## src/rtl/jt7759_seq.sv

```systemverilog
// jt7759_seq: uPD7759-style ROM command sequencer with a request queue, loops and stop.
// Byte accepts in fetch states wait for cen4; PLAY buffers one byte and emits nibbles on cendec.
module jt7759_seq #(
   parameter int AW = 17,
   parameter int QW = 2,
   parameter int MW = 13
) (
   input  logic          rst,
   input  logic          clk,
   input  logic          cen4,
   input  logic          cendec,
   input  logic          wr,
   input  logic [7:0]    din,
   input  logic          stop,
   output logic          busyn,
   output logic          qfull,
   output logic [5:0]    divby,
   output logic          dec_rst,
   output logic [3:0]    dec_din,
   output logic          rom_cs,
   output logic [AW-1:0] rom_addr,
   input  logic [7:0]    rom_data,
   input  logic          rom_ok
);
   localparam int QD = 1 << QW;
   typedef enum logic [2:0] {IDLE, ADRH, ADRL, CMD, LEN, MUTE, PLAY} st_t;
   st_t           st_q, st_d;
   logic [7:0]    qm_q [QD];
   logic [7:0]    qm_d [QD];
   logic [QW-1:0] wp_q, wp_d, rp_q, rp_d;
   logic [QW:0]   cnt_q, cnt_d;
   logic [AW-1:0] addr_q, addr_d, loop_q, loop_d;
   logic          cs_q, cs_d, chg_q, chg_d, drst_q, drst_d, bv_q, bv_d, half_q, half_d;
   logic [7:0]    byte_q, byte_d;
   logic [2:0]    rep_q, rep_d;
   logic [MW-1:0] mute_q, mute_d;
   logic [8:0]    ncnt_q, ncnt_d;
   logic [5:0]    div_q, div_d;
   logic [3:0]    nib_q, nib_d;
   logic          ok, acc, push, pop;
   // rom_data is only trusted once rom_addr has been stable for a full clk
   assign ok       = cs_q & rom_ok & ~chg_q;
   assign acc      = ok & cen4;
   assign qfull    = cnt_q[QW];
   assign push     = wr & ~qfull & ~stop;
   assign pop      = st_q == IDLE && cnt_q != '0 && !stop;
   assign busyn    = st_q == IDLE && cnt_q == '0;
   assign divby    = div_q;
   assign dec_rst  = drst_q;
   assign dec_din  = nib_q;
   assign rom_cs   = cs_q;
   assign rom_addr = addr_q;
   always_comb begin
      st_d   = st_q;
      qm_d   = qm_q;
      wp_d   = wp_q + QW'(push);
      rp_d   = rp_q + QW'(pop);
      cnt_d  = cnt_q + (QW+1)'(push) - (QW+1)'(pop);
      addr_d = addr_q;
      cs_d   = cs_q;
      byte_d = byte_q;
      rep_d  = rep_q;
      loop_d = loop_q;
      mute_d = mute_q;
      ncnt_d = ncnt_q;
      div_d  = div_q;
      drst_d = drst_q;
      nib_d  = nib_q;
      bv_d   = bv_q;
      half_d = half_q;
      if (push) qm_d[wp_q] = din;
      if (stop) begin
         st_d   = IDLE;
         cs_d   = 1'b0;
         drst_d = 1'b1;
         rp_d   = wp_q;
         cnt_d  = '0;
      end else case (st_q)
         IDLE: begin
            drst_d = 1'b1;
            cs_d   = 1'b0;
            if (pop) begin
               addr_d = AW'({qm_q[rp_q], 1'b0}) + AW'(5);
               cs_d   = 1'b1;
               st_d   = ADRH;
            end
         end
         ADRH: if (acc) begin
            byte_d = rom_data;
            addr_d = addr_q + AW'(1);
            st_d   = ADRL;
         end
         ADRL: if (acc) begin
            addr_d = AW'({byte_q, rom_data, 1'b1});
            rep_d  = '0;
            st_d   = CMD;
         end
         CMD: if (acc) begin
            addr_d = addr_q + AW'(1);
            if (rom_data == 8'h00) begin
               if (rep_q != '0) begin
                  rep_d  = rep_q - 3'd1;
                  addr_d = loop_q;
               end else begin
                  cs_d   = 1'b0;
                  drst_d = 1'b1;
                  st_d   = IDLE;
               end
            end else case (rom_data[7:6])
               2'b00: begin
                  mute_d = MW'({rom_data[5:0], 7'b0});
                  cs_d   = 1'b0;
                  drst_d = 1'b1;
                  st_d   = MUTE;
               end
               2'b01: begin
                  div_d  = rom_data[5:0];
                  ncnt_d = 9'd256;
                  bv_d   = 1'b0;
                  half_d = 1'b0;
                  st_d   = PLAY;
               end
               2'b10: begin
                  div_d = rom_data[5:0];
                  st_d  = LEN;
               end
               default: begin
                  rep_d  = rom_data[2:0];
                  loop_d = addr_q + AW'(1);
               end
            endcase
         end
         LEN: if (acc) begin
            ncnt_d = {1'b0, rom_data} + 9'd1;
            addr_d = addr_q + AW'(1);
            bv_d   = 1'b0;
            half_d = 1'b0;
            st_d   = PLAY;
         end
         MUTE: begin
            drst_d = 1'b1;
            if (cen4) begin
               if (mute_q == '0) begin
                  cs_d = 1'b1;
                  st_d = CMD;
               end else mute_d = mute_q - MW'(1);
            end
         end
         PLAY: begin
            if (!bv_q && ok) begin
               byte_d = rom_data;
               bv_d   = 1'b1;
               cs_d   = 1'b0;
            end
            // a nibble is only emitted from a byte buffered before this cendec
            if (cendec && bv_q) begin
               drst_d = 1'b0;
               nib_d  = half_q ? byte_q[3:0] : byte_q[7:4];
               half_d = ~half_q;
               ncnt_d = ncnt_q - 9'd1;
               if (half_q || ncnt_q == 9'd1) begin
                  bv_d   = 1'b0;
                  half_d = 1'b0;
                  addr_d = addr_q + AW'(1);
                  cs_d   = 1'b1;
               end
               if (ncnt_q == 9'd1) st_d = CMD;
            end
         end
         default: st_d = IDLE;
      endcase
      chg_d = addr_d != addr_q;
   end
   always_ff @(posedge clk or posedge rst) begin
      if (rst) begin
         st_q   <= IDLE;
         qm_q   <= '{default: '0};
         wp_q   <= '0;
         rp_q   <= '0;
         cnt_q  <= '0;
         addr_q <= '0;
         cs_q   <= 1'b0;
         chg_q  <= 1'b0;
         byte_q <= '0;
         rep_q  <= '0;
         loop_q <= '0;
         mute_q <= '0;
         ncnt_q <= '0;
         div_q  <= 6'd1;
         drst_q <= 1'b1;
         nib_q  <= '0;
         bv_q   <= 1'b0;
         half_q <= 1'b0;
      end else begin
         st_q   <= st_d;
         qm_q   <= qm_d;
         wp_q   <= wp_d;
         rp_q   <= rp_d;
         cnt_q  <= cnt_d;
         addr_q <= addr_d;
         cs_q   <= cs_d;
         chg_q  <= chg_d;
         byte_q <= byte_d;
         rep_q  <= rep_d;
         loop_q <= loop_d;
         mute_q <= mute_d;
         ncnt_q <= ncnt_d;
         div_q  <= div_d;
         drst_q <= drst_d;
         nib_q  <= nib_d;
         bv_q   <= bv_d;
         half_q <= half_d;
      end
   end
endmodule

```

## config.mk

```make
export PLATFORM = sky130hd
export DESIGN_NAME = jt7759_seq
export DESIGN_NICKNAME = d
export VERILOG_FILES = /design/src/rtl/jt7759_seq.sv
export SDC_FILE = /design/constraint.sdc
export NUM_CORES = 1
export LEC_CHECK = 0
export ABC_AREA = 1
export CAP_MARGIN = 15
export CORE_MARGIN = 8
export CORE_UTILIZATION = 50
export CTS_CLUSTER_DIAMETER = 200
export DETAILED_ROUTE_END_ITERATION = 16
export PLACE_DENSITY = 0.66
export SLEW_MARGIN = 40
export SYNTH_ARGS = -nofsm -noshare
export SYNTH_HDL_FRONTEND = slang
export SYNTH_SLANG_ARGS = --single-unit
```

## constraint.sdc

```tcl
create_clock -name clk -period 5.56 [get_ports clk]
set_clock_uncertainty 0.05 [all_clocks]
set_input_delay 1.112 -clock clk [delete_from_list [all_inputs] [get_ports clk]]
set_output_delay 1.112 -clock clk [all_outputs]
set_load 0.1 [all_outputs]
```

Yosys cells after proc, flatten, opt, wreduce, memory -nomap -nowiden
Cells that the tools add are included.
{"block": "op_classes", "addsub": 10, "mul": 0, "div_mod_pow": 0, "magnitude_cmp": 3, "eq_ne": 35, "n_shift": 0, "n_mux": 84, "bitwise_logic": 13, "n_reduce_logical": 37}
{"operator": "$mux W17", "count": 9}
{"operator": "$pmux W17 S5", "count": 1}
{"operator": "$mux W13", "count": 5}
{"operator": "$mux W3", "count": 18}
{"operator": "$mux W9", "count": 5}
{"operator": "$mux W8", "count": 5}
{"operator": "$ne A3 B3 Y1 const B", "count": 11}
{"operator": "$bwmux W32", "count": 1}
{"operator": "$pmux W9 S3", "count": 1}
{"operator": "$mux W1", "count": 26}
{"operator": "$pmux W13 S2", "count": 1}
{"operator": "$pmux W3 S7", "count": 1}
{"operator": "$ne A2 B2 Y1 const B", "count": 10}
{"operator": "$reduce_and A6 Y1", "count": 3}
{"operator": "$add A17 B1 Y17 const B", "count": 1}
{"operator": "$ne A17 B17 Y1", "count": 1}
{"operator": "$bmux W8 S2", "count": 1}
{"operator": "$demux W8 S2", "count": 1}
{"operator": "$pmux W8 S2", "count": 1}
{"operator": "$reduce_and A5 Y1", "count": 3}
{"operator": "$reduce_and A7 Y1", "count": 2}
{"operator": "$logic_not A13 Y1", "count": 1}
{"operator": "$sub A13 B1 Y13 const B", "count": 1}
{"operator": "$reduce_and A11 Y1", "count": 1}
{"operator": "42 further kinds", "count": 72}
{"block": "totals", "ff_bits": 124, "latchBits": 0, "ramBits": 0, "romBits": 0, "in_bits": 23, "n_memories": 0}

Longest topological paths before layout
Gate-level depths: netlist (run 1).
{"block": "depth", "word_depth": 9, "depth_mapped": 19, "depth_no_buf": 18}

Worst setup path before layout (run 1)
Ideal clock, no wire load.
{"block": "synth_timing", "kind": "register -> output", "startpoint": "reg cnt_q[2]", "endpoint": "out busyn", "arrival_time_ps": 2343, "required_ps": 4398, "setup_slack_ps": 2055, "path_stages_with_launch": 4, "n_path_buf": 0, "cell_sequence": "dfrtp_1 nor2_1 nand2_1 nor2_1"}
{"block": "synth_via", "elab_chain_len": 2}
{"element": "from (decl)", "line_no": "31", "text": "logic [QW:0] cnt_q, cnt_d;"}
{"element": "from (signal assigned)", "line_no": "199", "text": "cnt_q <= cnt_d;"}
{"element": "$logic_not A3 Y1", "line_no": "47", "text": "assign busyn = st_q == IDLE && cnt_q == '0;"}
{"element": "$logic_and A1 B1 Y1", "line_no": "47"}
{"element": "to (decl)", "line_no": "15", "text": "output logic busyn,"}
Every way passes these cells.

Final worst setup path (run 1)
{"block": "layout_timing", "startpoint": "in rom_data[6]", "endpoint": "reg chg_q"}
{"block": "layout_via", "elab_chain_len": 6, "word_cells_on_any_way": 7, "classes_between": "eq/ne (1); mux (5); reduce/logical (1)"}
{"element": "from (decl)", "line_no": "22", "text": "input logic [7:0] rom_data,"}
{"element": "$logic_not A8 Y1", "line_no": "100", "text": "if (rom_data == 8'h00) begin"}
{"element": "$mux W17", "line_no": "100"}
{"element": "$mux W17", "line_no": "98", "text": "CMD: if (acc) begin"}
{"element": "$pmux W17 S5 *", "line_no": "78", "text": "end else case (st_q)"}
{"element": "$mux W17 *", "line_no": "72", "text": "if (stop) begin"}
{"element": "$ne A17 B17 Y1 *", "line_no": "172", "text": "chg_d = addr_d != addr_q;"}
{"element": "via chg_d", "line_no": "33", "text": "logic cs_q, cs_d, chg_q, chg_d, drst_q, drst_d, bv_q, bv_d, half_q, half_d;"}
{"element": "to (signal assigned)", "line_no": "202", "text": "chg_q <= chg_d;"}
{"element": "to (decl)", "line_no": "33"}
The timed path passes the listed nets; every way through them passes the cells marked *.
A chain may end at the register's enable or synchronous reset.

==> results of run 1 <==
## metal layers
layer  routed length [um]  track usage  up-vias
met1                10900        0.319     3724
met4                  583        0.102        0
met3                 1440       0.0426       50
met5                    0            0        -
li1                     -            -     4042
met2                11000        0.379      270
## metrics by stage
stage,area (um2),power [uW],hold WS (ps)
final,9300,5590,423
after CTS,9300,5600,424
after global placement,8890,4590,405
after floorplan,8250,3880,399
after global routing,9300,6050,445
after detailed placement,8750,4530,415
## synth_stat cells, types with 2 or more instances
cell type and n:
sky130_fd_sc_hd__o31ai_1 8, sky130_fd_sc_hd__xnor2_1 5, sky130_fd_sc_hd__nor4_1 2, sky130_fd_sc_hd__clkbuf_2 2
sky130_fd_sc_hd__o21ai_1 2, sky130_fd_sc_hd__nor2_2 7, sky130_fd_sc_hd__nand2_1 338, sky130_fd_sc_hd__a31oi_1 10
sky130_fd_sc_hd__dfstp_2 2, sky130_fd_sc_hd__nand2_2 10, sky130_fd_sc_hd__buf_2 16, sky130_fd_sc_hd__o21a_1 14
sky130_fd_sc_hd__o211ai_1 12, sky130_fd_sc_hd__clkbuf_1 22, sky130_fd_sc_hd__nor3_1 10, sky130_fd_sc_hd__nand4_1 21
sky130_fd_sc_hd__xor2_1 11, sky130_fd_sc_hd__o21ai_0 117, sky130_fd_sc_hd__buf_6 2, sky130_fd_sc_hd__inv_1 127
sky130_fd_sc_hd__nand3_2 2, sky130_fd_sc_hd__buf_4 4, sky130_fd_sc_hd__dfrtp_1 122, sky130_fd_sc_hd__nor2_1 117
sky130_fd_sc_hd__o221ai_1 2, sky130_fd_sc_hd__nand3_1 122, sky130_fd_sc_hd__a21oi_1 47, sky130_fd_sc_hd__o22ai_1 8
sky130_fd_sc_hd__nor2_4 2, sky130_fd_sc_hd__inv_2 6, sky130_fd_sc_hd__ha_1 19
## final cells by class
class | count | area, um2
tap | 220 | 275
sequential | 124 | 3110
multi-input combinational | 902 | 4420
timing repair buffer | 62 | 443
fill | 1623 | 7050
inverter | 133 | 502
clock buffer | 19 | 443
clock inverter | 13 | 108
## layout by cell type (no fill, tap or decap), types with 11 or more instances in the layout
| cell | n |
|---|---|
| sky130_fd_sc_hd__clkbuf_16 | 17 |
| sky130_fd_sc_hd__dfrtp_1 | 122 |
| sky130_fd_sc_hd__nand2_1 | 338 |
| sky130_fd_sc_hd__o21ai_0 | 117 |
| sky130_fd_sc_hd__ha_1 | 19 |
| sky130_fd_sc_hd__nor2_1 | 116 |
| sky130_fd_sc_hd__nand3_1 | 122 |
| sky130_fd_sc_hd__nand4_1 | 21 |
| sky130_fd_sc_hd__o211ai_1 | 12 |
| sky130_fd_sc_hd__xor2_1 | 11 |
| sky130_fd_sc_hd__o21a_1 | 14 |
| sky130_fd_sc_hd__a21oi_1 | 47 |
| sky130_fd_sc_hd__buf_2 | 31 |
| sky130_fd_sc_hd__clkdlybuf4s50_1 | 22 |
| sky130_fd_sc_hd__inv_1 | 126 |
## kinds of logic (layout without fill, tap and decap cells)
group                      Yosys count  in the layout  share of synthesized area
and+or+nand+nor                    636            636                      0.329
adders and majority gates           20             20                     0.0313
xor gates and xnor gates            16             16                     0.0170
AOI/OAI and AO/OA                  230            230                      0.158
buffers and inverters              180            227                     0.0883
DFF                                124            124                      0.377
## report_power, final
part	leakage [uW]	switching, uW	total, uW	internal, uW
logic	0.00277	2200	3030	832
clock network	0.000254	456	1050	589
registers	0.00156	320	1520	1200
total	0.00458	2970	5590	2620
## sequential cells by signal, indices dropped and copies added (netlist names)
| register | cells |
|---|---|
| qm_q | 32 |
| loop_q | 17 |
| rom_addr | 17 |
| mute_q | 13 |
| ncnt_q | 9 |
| byte_q | 8 |
| divby | 6 |
| dec_din | 4 |
| cnt_q | 3 |
| rep_q | 3 |
| st_q | 3 |
| rp_q | 2 |
| wp_q | 2 |
| bv_q | 1 |
| chg_q | 1 |
| dec_rst | 1 |
| half_q | 1 |
| rom_cs | 1 |
## critical path, stage by stage
cell and delay [ps]:
sky130_fd_sc_hd__clkdlybuf4s50_1 610, sky130_fd_sc_hd__inv_1 180, sky130_fd_sc_hd__ha_1 180, sky130_fd_sc_hd__nand2_1 60
sky130_fd_sc_hd__inv_1 60, sky130_fd_sc_hd__nand4_1 470, sky130_fd_sc_hd__nand2_1 230, sky130_fd_sc_hd__nand2_2 260
sky130_fd_sc_hd__nand2_1 140, sky130_fd_sc_hd__nand3_1 80, sky130_fd_sc_hd__o21ai_0 120, sky130_fd_sc_hd__nand2_1 110
sky130_fd_sc_hd__nand3_1 80, sky130_fd_sc_hd__nand2_1 60, sky130_fd_sc_hd__nor2_1 90, sky130_fd_sc_hd__nand2_1 60
sky130_fd_sc_hd__nor2_1 190, sky130_fd_sc_hd__nand3_1 100
## path summary, 6_finish.rpt
| check | end | slack [ps] | cells past startpoint |
|---|---|---|---|
| worst max register to register | chg_q | 2300 | 16 |
| worst max-delay path | chg_q | 1600 | 18 |
| min in group asynchronous | mute_q[10] | 1090 | 2 |
| max in group asynchronous | dec_rst | 3350 | 3 |
| worst min-delay path | dec_rst | 420 | 2 |
| worst min register to register | dec_rst | 420 | 2 |
==> results_dict.tcl, run 1 <==
set metrics [dict create \
    setup_viol_count_final 0 \
    worst_ir_drop_vdd_mv 0.325 \
    vertical_die_dimension_um 144 \
    max_cap_viol_count 0 \
    antenna_found_initial 0 \
    die_area_um2 20900 \
    max_freq_mhz 252 \
    fin_crit_sh 0.713 \
    gp_routability_congestion 0.974 \
    netlist.top_cell.by_area "sky130_fd_sc_hd__dfrtp_1" \
    holdBufCountCts 0 \
    synth_async_sr_flop_share 1.00 \
    final_util 0.569 \
    die_w_um 144 \
    num_vias 8086 \
    hpwl_um 17200 \
    grt_overflow 0 \
    timing.critical_path.from "rom_data[6]" \
    cts_repair_resize_count 0 \
    status "finished clean" \
    min-delay-path-class "flip-flop to flip-flop" \
    crit_required_ps 5810 \
    synth_top_area_frac 0.370 \
    placement.setup.worst_slack_ps 1240 \
    timing_hold_violations_final 0 \
    worstSetupEndpointType "flip-flop" \
    yosysWarningCount 0 \
    detailed_router_s_first_iteration_violation_count 625 \
    grt_max_degree 53 \
    average_footprint_of_a_synthesized_cell_um2 6.84 \
    hold_path.startpoint "dec_rst" \
    fp.coreArea_um2 16300 \
    grt_pass1_wl_um 39100 \
    wirelength_routed_um 23900 \
    post_synth_num_cell_types 48 \
    layout_min_cycle_time_ps 3960 \
    dominantRegCellSynth "sky130_fd_sc_hd__dfrtp_1" \
    clk_path_buf_depth 2 \
    worstPathArrival_ps 4210 \
    place.port_buffers 53 \
    rr_startpoint "rp_q[0]" \
    cts_max_level 4 \
    power.static_leakage_uw 0.00458 \
    netlist_area_um2 8250 \
    critical_path_peak_fanout 15 \
    floorplan.initialDensity 0.504 \
    ports_placed_on_the_boundary 54 \
    critical_path_class "primary input to flip-flop" \
    clock_tree_from_tritoncts "built" \
    clock_latency_ps 430 \
    start_kind "primary input" \
    final_nets 1283 \
    syn-instance-count 1206 \
    placementRows 47 \
    timing.max_slew.rel_slack 0.433 \
    synth_seq_area_share 0.377 \
    clock_sink_count 124 \
    area.growth.synth_to_final_pct 12.8 \
    drive_gt1_frac 0.0854 \
    synth-edff-count 0 \
    n_antenna_cell 0 \
    rsz0062_at_grt "false" \
    detail_route.drc_violations 0 \
    postCtsSetupBuffers 0 \
    post_drt_wl_per_cell_um 16.2 \
    worst_setup_hold_path_clk_slew_ps 60 \
    slew_viol_final 0 \
    max_slew.worst_pin.slew_ps 851 \
    grtUsageTotal 0.241 \
    route.detailed.vias_per_inst 5.49 \
    clock_buffer_count_from_cts 17 \
    fin_cells 1473 \
    grt_pass1_vias 7626 \
    setup_total_negative_slack_ps 0 \
    power_density_over_the_cells_nw_per_um2 601 \
    ys_top_cells_by_area "sky130_fd_sc_hd__dfrtp_1 (37%), sky130_fd_sc_hd__nand2_1 (15%), sky130_fd_sc_hd__nand3_1 (7.4%)" \
    clockRootBuffer "sky130_fd_sc_hd__clkbuf_16" \
    dp.cells 1441 \
    drt_pre_antenna_iters 5 \
    synth-seq-cells 124 \
    timing.final.ws_setup_ps 1600 \
    syn_nets 1249 \
    route.antenna.remaining_nets 0 \
]
Power figures use the tool's default switching activity.
==> inputs of run 2 (changes only) <==
clock period = 3.67 ns   (was 5.56 ns; I/O delays follow)
==> results_dict.tcl, run 2 (synthesis gave the netlist of run 1 again) <==
set metrics [dict create \
    status "finished clean" \
    placementRows 47 \
    clock_buffer_count_from_cts 17 \
    final_nets 1298 \
    detail_route.drc_violations 0 \
    postCtsSetupBuffers 0 \
    hpwl_um 17500 \
    setup_viol_count_final 0 \
    timing_hold_violations_final 0 \
    layout_min_cycle_time_ps 3100 \
    timing.max_slew.rel_slack 0.521 \
    grt_pass1_wl_um 38600 \
    start_kind "primary input" \
    die_w_um 144 \
    critical_path_class "primary input to flip-flop" \
    clockRootBuffer "sky130_fd_sc_hd__clkbuf_16" \
    worst_ir_drop_vdd_mv 0.600 \
    power.static_leakage_uw 0.00469 \
    gp_routability_congestion 0.886 \
    clock_tree_from_tritoncts "built" \
    critical_path_peak_fanout 7 \
    wirelength_routed_um 23500 \
    clock_latency_ps 430 \
    holdBufCountCts 0 \
    registers.top_by_ff_count "qm_q" \
    fin_crit_sh 0.844 \
    fillers 1644 \
    num_vias 8069 \
    vertical_die_dimension_um 144 \
    fin_cells 1488 \
    slew_viol_final 0 \
    max_freq_mhz 323 \
    worst_setup_hold_path_clk_slew_ps 60 \
    grt_pass1_vias 7554 \
    clock_sink_count 124 \
    worstSetupEndpointType "flip-flop" \
    drt_pre_antenna_iters 7 \
    grt_overflow 0 \
    min-delay-path-class "flip-flop to flip-flop" \
    die_area_um2 20900 \
    floorplan.initialDensity 0.504 \
    detailed_router_s_first_iteration_violation_count 655 \
    postPlaceCellArea_um2 8900 \
    max_slew.worst_pin.slew_ps 718 \
    place.port_buffers 53 \
    largest_register_ffs 32 \
    power_density_over_the_cells_nw_per_um2 905 \
    cts_max_level 4 \
    rsz0062_at_grt "false" \
    grtUsageTotal 0.236 \
    route.antenna.remaining_nets 0 \
    placement.setup.worst_slack_ps 150 \
    cts_repair_resize_count 0 \
    final-seq-area_um2 3110 \
    route.detailed.vias_per_inst 5.42 \
    layout.cells.most_common_list "sky130_fd_sc_hd__nand2_1 (338), sky130_fd_sc_hd__inv_1 (126), sky130_fd_sc_hd__nand3_1 (122), sky130_fd_sc_hd__dfrtp_1 (122)" \
    post_drt_wl_per_cell_um 15.8 \
    max_cap_viol_count 0 \
    leading_cell_type_in_the_layout_fill_and_taps_excluded "sky130_fd_sc_hd__nand2_1" \
    area.growth.synth_to_final_pct 14.8 \
    dp.cells 1456 \
    worstPathArrival_ps 3350 \
    area_used_by_multi_input_combinational_logic_um2 4410 \
    timing.hold.ws_ps 413 \
    timing.final.ws_setup_ps 573 \
    crit_required_ps 3930 \
    fp.coreArea_um2 16300 \
    clk_path_buf_depth 2 \
    n_antenna_cell 0 \
    ports_placed_on_the_boundary 54 \
    setup_total_negative_slack_ps 0 \
    drive_gt1_frac 0.0954 \
    final_area_um2 9460 \
    antenna_found_initial 0 \
    grt_max_degree 66 \
]
-- run 2: cell type report --
type                       instances  share of cell area
multi-input combinational        902               0.466
timing repair buffer              77              0.0643
clock inverter                    14              0.0137
clock buffer                      18              0.0453
sequential                       124               0.328
inverter                         133              0.0531
tap                              220              0.0291
-- run 2: worst paths after layout --
path                              from         to  slack, ps  depth (start not counted)
max in group asynchronous          rst    dec_rst       2150                          3
setup reg to reg             ncnt_q[1]      chg_q        820                         16
hold / removal                 dec_rst    dec_rst        410                          2
hold reg to reg                dec_rst    dec_rst        410                          2
min in group asynchronous          rst  ncnt_q[1]        620                          2
setup / recovery           rom_data[0]      chg_q        570                         16
-- run 2: critical path: stages --
cell,delay [ps]
sky130_fd_sc_hd__clkdlybuf4s50_1,480
sky130_fd_sc_hd__inv_1,260
sky130_fd_sc_hd__ha_1,200
sky130_fd_sc_hd__nand2_1,50
sky130_fd_sc_hd__inv_1,60
sky130_fd_sc_hd__nand3_1,150
sky130_fd_sc_hd__nor2_1,510
sky130_fd_sc_hd__o211ai_1,140
sky130_fd_sc_hd__nand2_1,90
sky130_fd_sc_hd__nand3_1,100
sky130_fd_sc_hd__nand3_1,80
sky130_fd_sc_hd__o21ai_0,100
sky130_fd_sc_hd__nor2_1,120
sky130_fd_sc_hd__nand2_1,80
sky130_fd_sc_hd__nor2_1,120
sky130_fd_sc_hd__nand3_1,80
-- run 2: where the power goes --
part / internal (uW) / switching [uW] / leakage (uW)
logic: 1330 / 3290 / 0.00286
registers: 1820 / 497 / 0.00156
clock network: 943 / 687 / 0.000273
total: 4090 / 4480 / 0.00469
-- run 2: stage by stage --
stage               utilization  total power [uW]
floorplan                     -              5890
global placement          0.549              6930
detailed placement        0.545              6930
CTS                       0.579              8600
global route              0.579              9250
finish                    0.579              8570
-- run 2: layer usage --
| layer | up-vias | global-route usage | wire length, um |
|---|---|---|---|
| li1 | 4071 | - | - |
| met1 | 3730 | 0.325 | 11000 |
| met2 | 232 | 0.370 | 10600 |
| met3 | 36 | 0.0386 | 1430 |
| met4 | 0 | 0.0800 | 454 |
| met5 | - | 0 | 0 |
==> inputs of run 3 (changes only) <==
PLACE_DENSITY = 0.69   (was 0.66)
clock period = 2.55 ns   (was 3.67 ns; I/O delays follow)
==> results_dict.tcl, run 3 (synthesis gave the netlist of run 1 again) <==
set metrics [dict create \
    status "finished clean" \
    max_cap_viol_count 0 \
    layout_min_cycle_time_ps 2450 \
    ports_placed_on_the_boundary 54 \
    power_density_over_the_cells_nw_per_um2 1270 \
    rsz0062_at_grt "true" \
    layer_carrying_the_most_global_route_usage "met2" \
    critPathSlowestCell "sky130_fd_sc_hd__clkdlybuf4s50_1" \
    die_area_um2 20900 \
    worstPathArrival_ps 2700 \
    timing_hold_violations_final 0 \
    max_slew.worst_pin.slew_ps 564 \
    crit_required_ps 2800 \
    globalRouteMet3Util 0.0462 \
    placement.setup.worst_slack_ps -379 \
    cp_top_family "simple AND/OR/NAND/NOR gates" \
    gp_routability_congestion 0.954 \
    grt_pass1_vias 8039 \
    num_vias 8555 \
    start_kind "primary input" \
    grt_util_met1 0.318 \
    cts_max_level 4 \
    grtUsageTotal 0.245 \
    power_frac_clock 0.183 \
    floorplan.initialDensity 0.504 \
    registers.top_by_ff_count "qm_q" \
    vertical_die_dimension_um 144 \
    grt_max_degree 43 \
    wirelength_routed_um 24400 \
    drt_pre_antenna_iters 6 \
    clock_buffer_count_from_cts 17 \
    rr_startpoint "rom_addr[0]" \
    timing.final.ws_setup_ps 99.7 \
    worst_path_most_repeated_cell "sky130_fd_sc_hd__nand2_1" \
    route.detailed.vias_per_inst 5.37 \
    leading_cell_type_in_the_layout_fill_and_taps_excluded "sky130_fd_sc_hd__nand2_1" \
    worstSetupEndpointType "flip-flop" \
    worst_reg_to_reg_cells 15 \
    clock_latency_ps 430 \
    intPower_uw 6650 \
    critical_path_peak_fanout 15 \
    slew_viol_final 0 \
    area.growth.synth_to_final_pct 26.7 \
    timing.max_slew.rel_slack 0.623 \
    min-delay-path-class "flip-flop to flip-flop" \
    fillers 1534 \
    worstPathBufferInverterCount 3 \
    clk_path_buf_depth 2 \
    layout.cells.most_common_list "sky130_fd_sc_hd__nand2_1 (336), sky130_fd_sc_hd__buf_4 (153), sky130_fd_sc_hd__inv_1 (125), sky130_fd_sc_hd__nand3_1 (122)" \
    power.share.sequential 0.240 \
    placementRows 47 \
    cp_slowest_stage_delay_ps 420 \
    die_w_um 144 \
    holdPathStages 2 \
    fp.coreArea_um2 16300 \
    detail_route.drc_violations 0 \
    clock_tree_from_tritoncts "built" \
    combinationalPowerShare 0.577 \
    route.antenna.remaining_nets 0 \
    timing.hold.worst_endpoint "dec_rst" \
    worstPathCellList "clkdlybuf4s50_1, inv_1, ha_1, nand2_1, inv_1, nand4_1, nand2_2, nand2_8, nand2_1, nand3_1, o21ai_0, nand2_1, nand3_1, nand2_1, nor2_1, nand2_1, nor2_2, nand3_1" \
    post_drt_wl_per_cell_um 15.3 \
    holdBufCountCts 0 \
    setup_total_negative_slack_ps 0 \
    max_freq_mhz 408 \
    n_antenna_cell 0 \
    setup_viol_count_final 0 \
    worst_setup_hold_path_clk_slew_ps 60 \
    critical_path_class "primary input to flip-flop" \
    switching_share 0.500 \
    grt_overflow 0 \
    largest_register_ffs 32 \
    hpwl_um 18400 \
    clockRootBuffer "sky130_fd_sc_hd__clkbuf_16" \
    clock_sink_count 124 \
    detailed_router_s_first_iteration_violation_count 601 \
    antenna_found_initial 0 \
    met2_track_demand_over_resource_in_global_routing 0.399 \
    final_util 0.639 \
    grt_pass1_wl_um 40300 \
    drive_gt1_frac 0.177 \
    power.static_leakage_uw 0.00523 \
    rrSetupSlack_ps 140 \
    power_switching_uw 6660 \
    timing.rr.end "chg_q" \
    final-seq-area_um2 3110 \
    place.port_buffers 53 \
    worst_ir_drop_vdd_mv 1.17 \
    hold_path.startpoint "dec_rst" \
    fin_crit_sh 0.961 \
    final_nets 1402 \
    area_used_by_multi_input_combinational_logic_um2 4480 \
]
[run 3: cell count changes in the layout (fill, tap and decap cells not counted), sizes merged]
cell	before	now
buf	55	159
inv	140	136
clkinv	3	5
bufinv	1	2
clkdlybuf4s50	22	21
clkinvlp	3	4
dlymetal6s2s	0	1
[run 3: per-layer routing]
| layer | up-vias | routed length [um] | part of all wire |
|---|---|---|---|
| met5 | - | 0 | 0 |
| met4 | 0 | 586 | 0.024 |
| met3 | 43 | 1400 | 0.057 |
| met2 | 254 | 11500 | 0.47 |
| met1 | 3985 | 10900 | 0.45 |
| li1 | 4273 | - | - |
[run 3: worst register-to-register path, cell delays in order (launching register included)]
cell,delay (ps)
sky130_fd_sc_hd__dfrtp_2,360
sky130_fd_sc_hd__ha_1,180
sky130_fd_sc_hd__nand2_1,130
sky130_fd_sc_hd__nor2_2,220
sky130_fd_sc_hd__nand2_1,130
sky130_fd_sc_hd__nor2_2,180
sky130_fd_sc_hd__nand4_1,190
sky130_fd_sc_hd__xor2_2,280
sky130_fd_sc_hd__nand2_1,80
sky130_fd_sc_hd__nand2_1,120
sky130_fd_sc_hd__nand2_1,90
sky130_fd_sc_hd__nand3_1,90
sky130_fd_sc_hd__nand3_1,80
sky130_fd_sc_hd__nand2_1,70
sky130_fd_sc_hd__inv_1,50
sky130_fd_sc_hd__nand3_1,70
[run 3: what timing repair did]
| action | CTS | global route |
|---|---|---|
| endpoints found under the setup margin | 0 | 7 |
| endpoints found under the hold margin | 0 | 0 |
| gates resized for setup | 0 | 18 |
| buffers inserted | 0 | 2 |
[run 3: through the flow]
step	hold WS, ps	std cells	area, um2	power [uW]
final	430	1592	10400	13300
after global routing	455	1592	10400	14300
after CTS	428	1590	10400	13200
after detailed placement	420	1558	9770	10700
after global placement	415	1558	9770	10600
after floorplan	399	1206	8260	8490
[run 3: worst max-delay path by stage]
stage | startpoint | endpoint | slack (ps) | depth (start not counted)
5_1_grt | rom_data[6] | chg_q | -130 | 18
3_3_place_gp | rom_data[6] | chg_q | -360 | 18
2_1_floorplan | rom_addr[12] | chg_q | 7 | 16
4_1_cts | rp_q[0] | chg_q | 20 | 17
6_report | rom_data[6] | chg_q | 100 | 18
3_5_place_dp | rom_data[6] | chg_q | -380 | 18
[run 3: power by group through the flow]
stage	registers, uW	clock network [uW]	logic (uW)
after floorplan	4290	0	4200
after CTS	3170	2480	7550
after global routing	3270	2570	8460
final	3190	2440	7680
after detailed placement	3190	0	7510
after global placement	3180	0	7410
[run 3: final cells by class]
cell class | count | area share
Sequential cell | 124 | 0.298
Clock inverter | 14 | 0.0155
Multi-Input combinational cell | 902 | 0.428
Inverter | 133 | 0.0485
Clock buffer | 18 | 0.0411
Tap cell | 220 | 0.0264
Timing Repair Buffer | 181 | 0.142
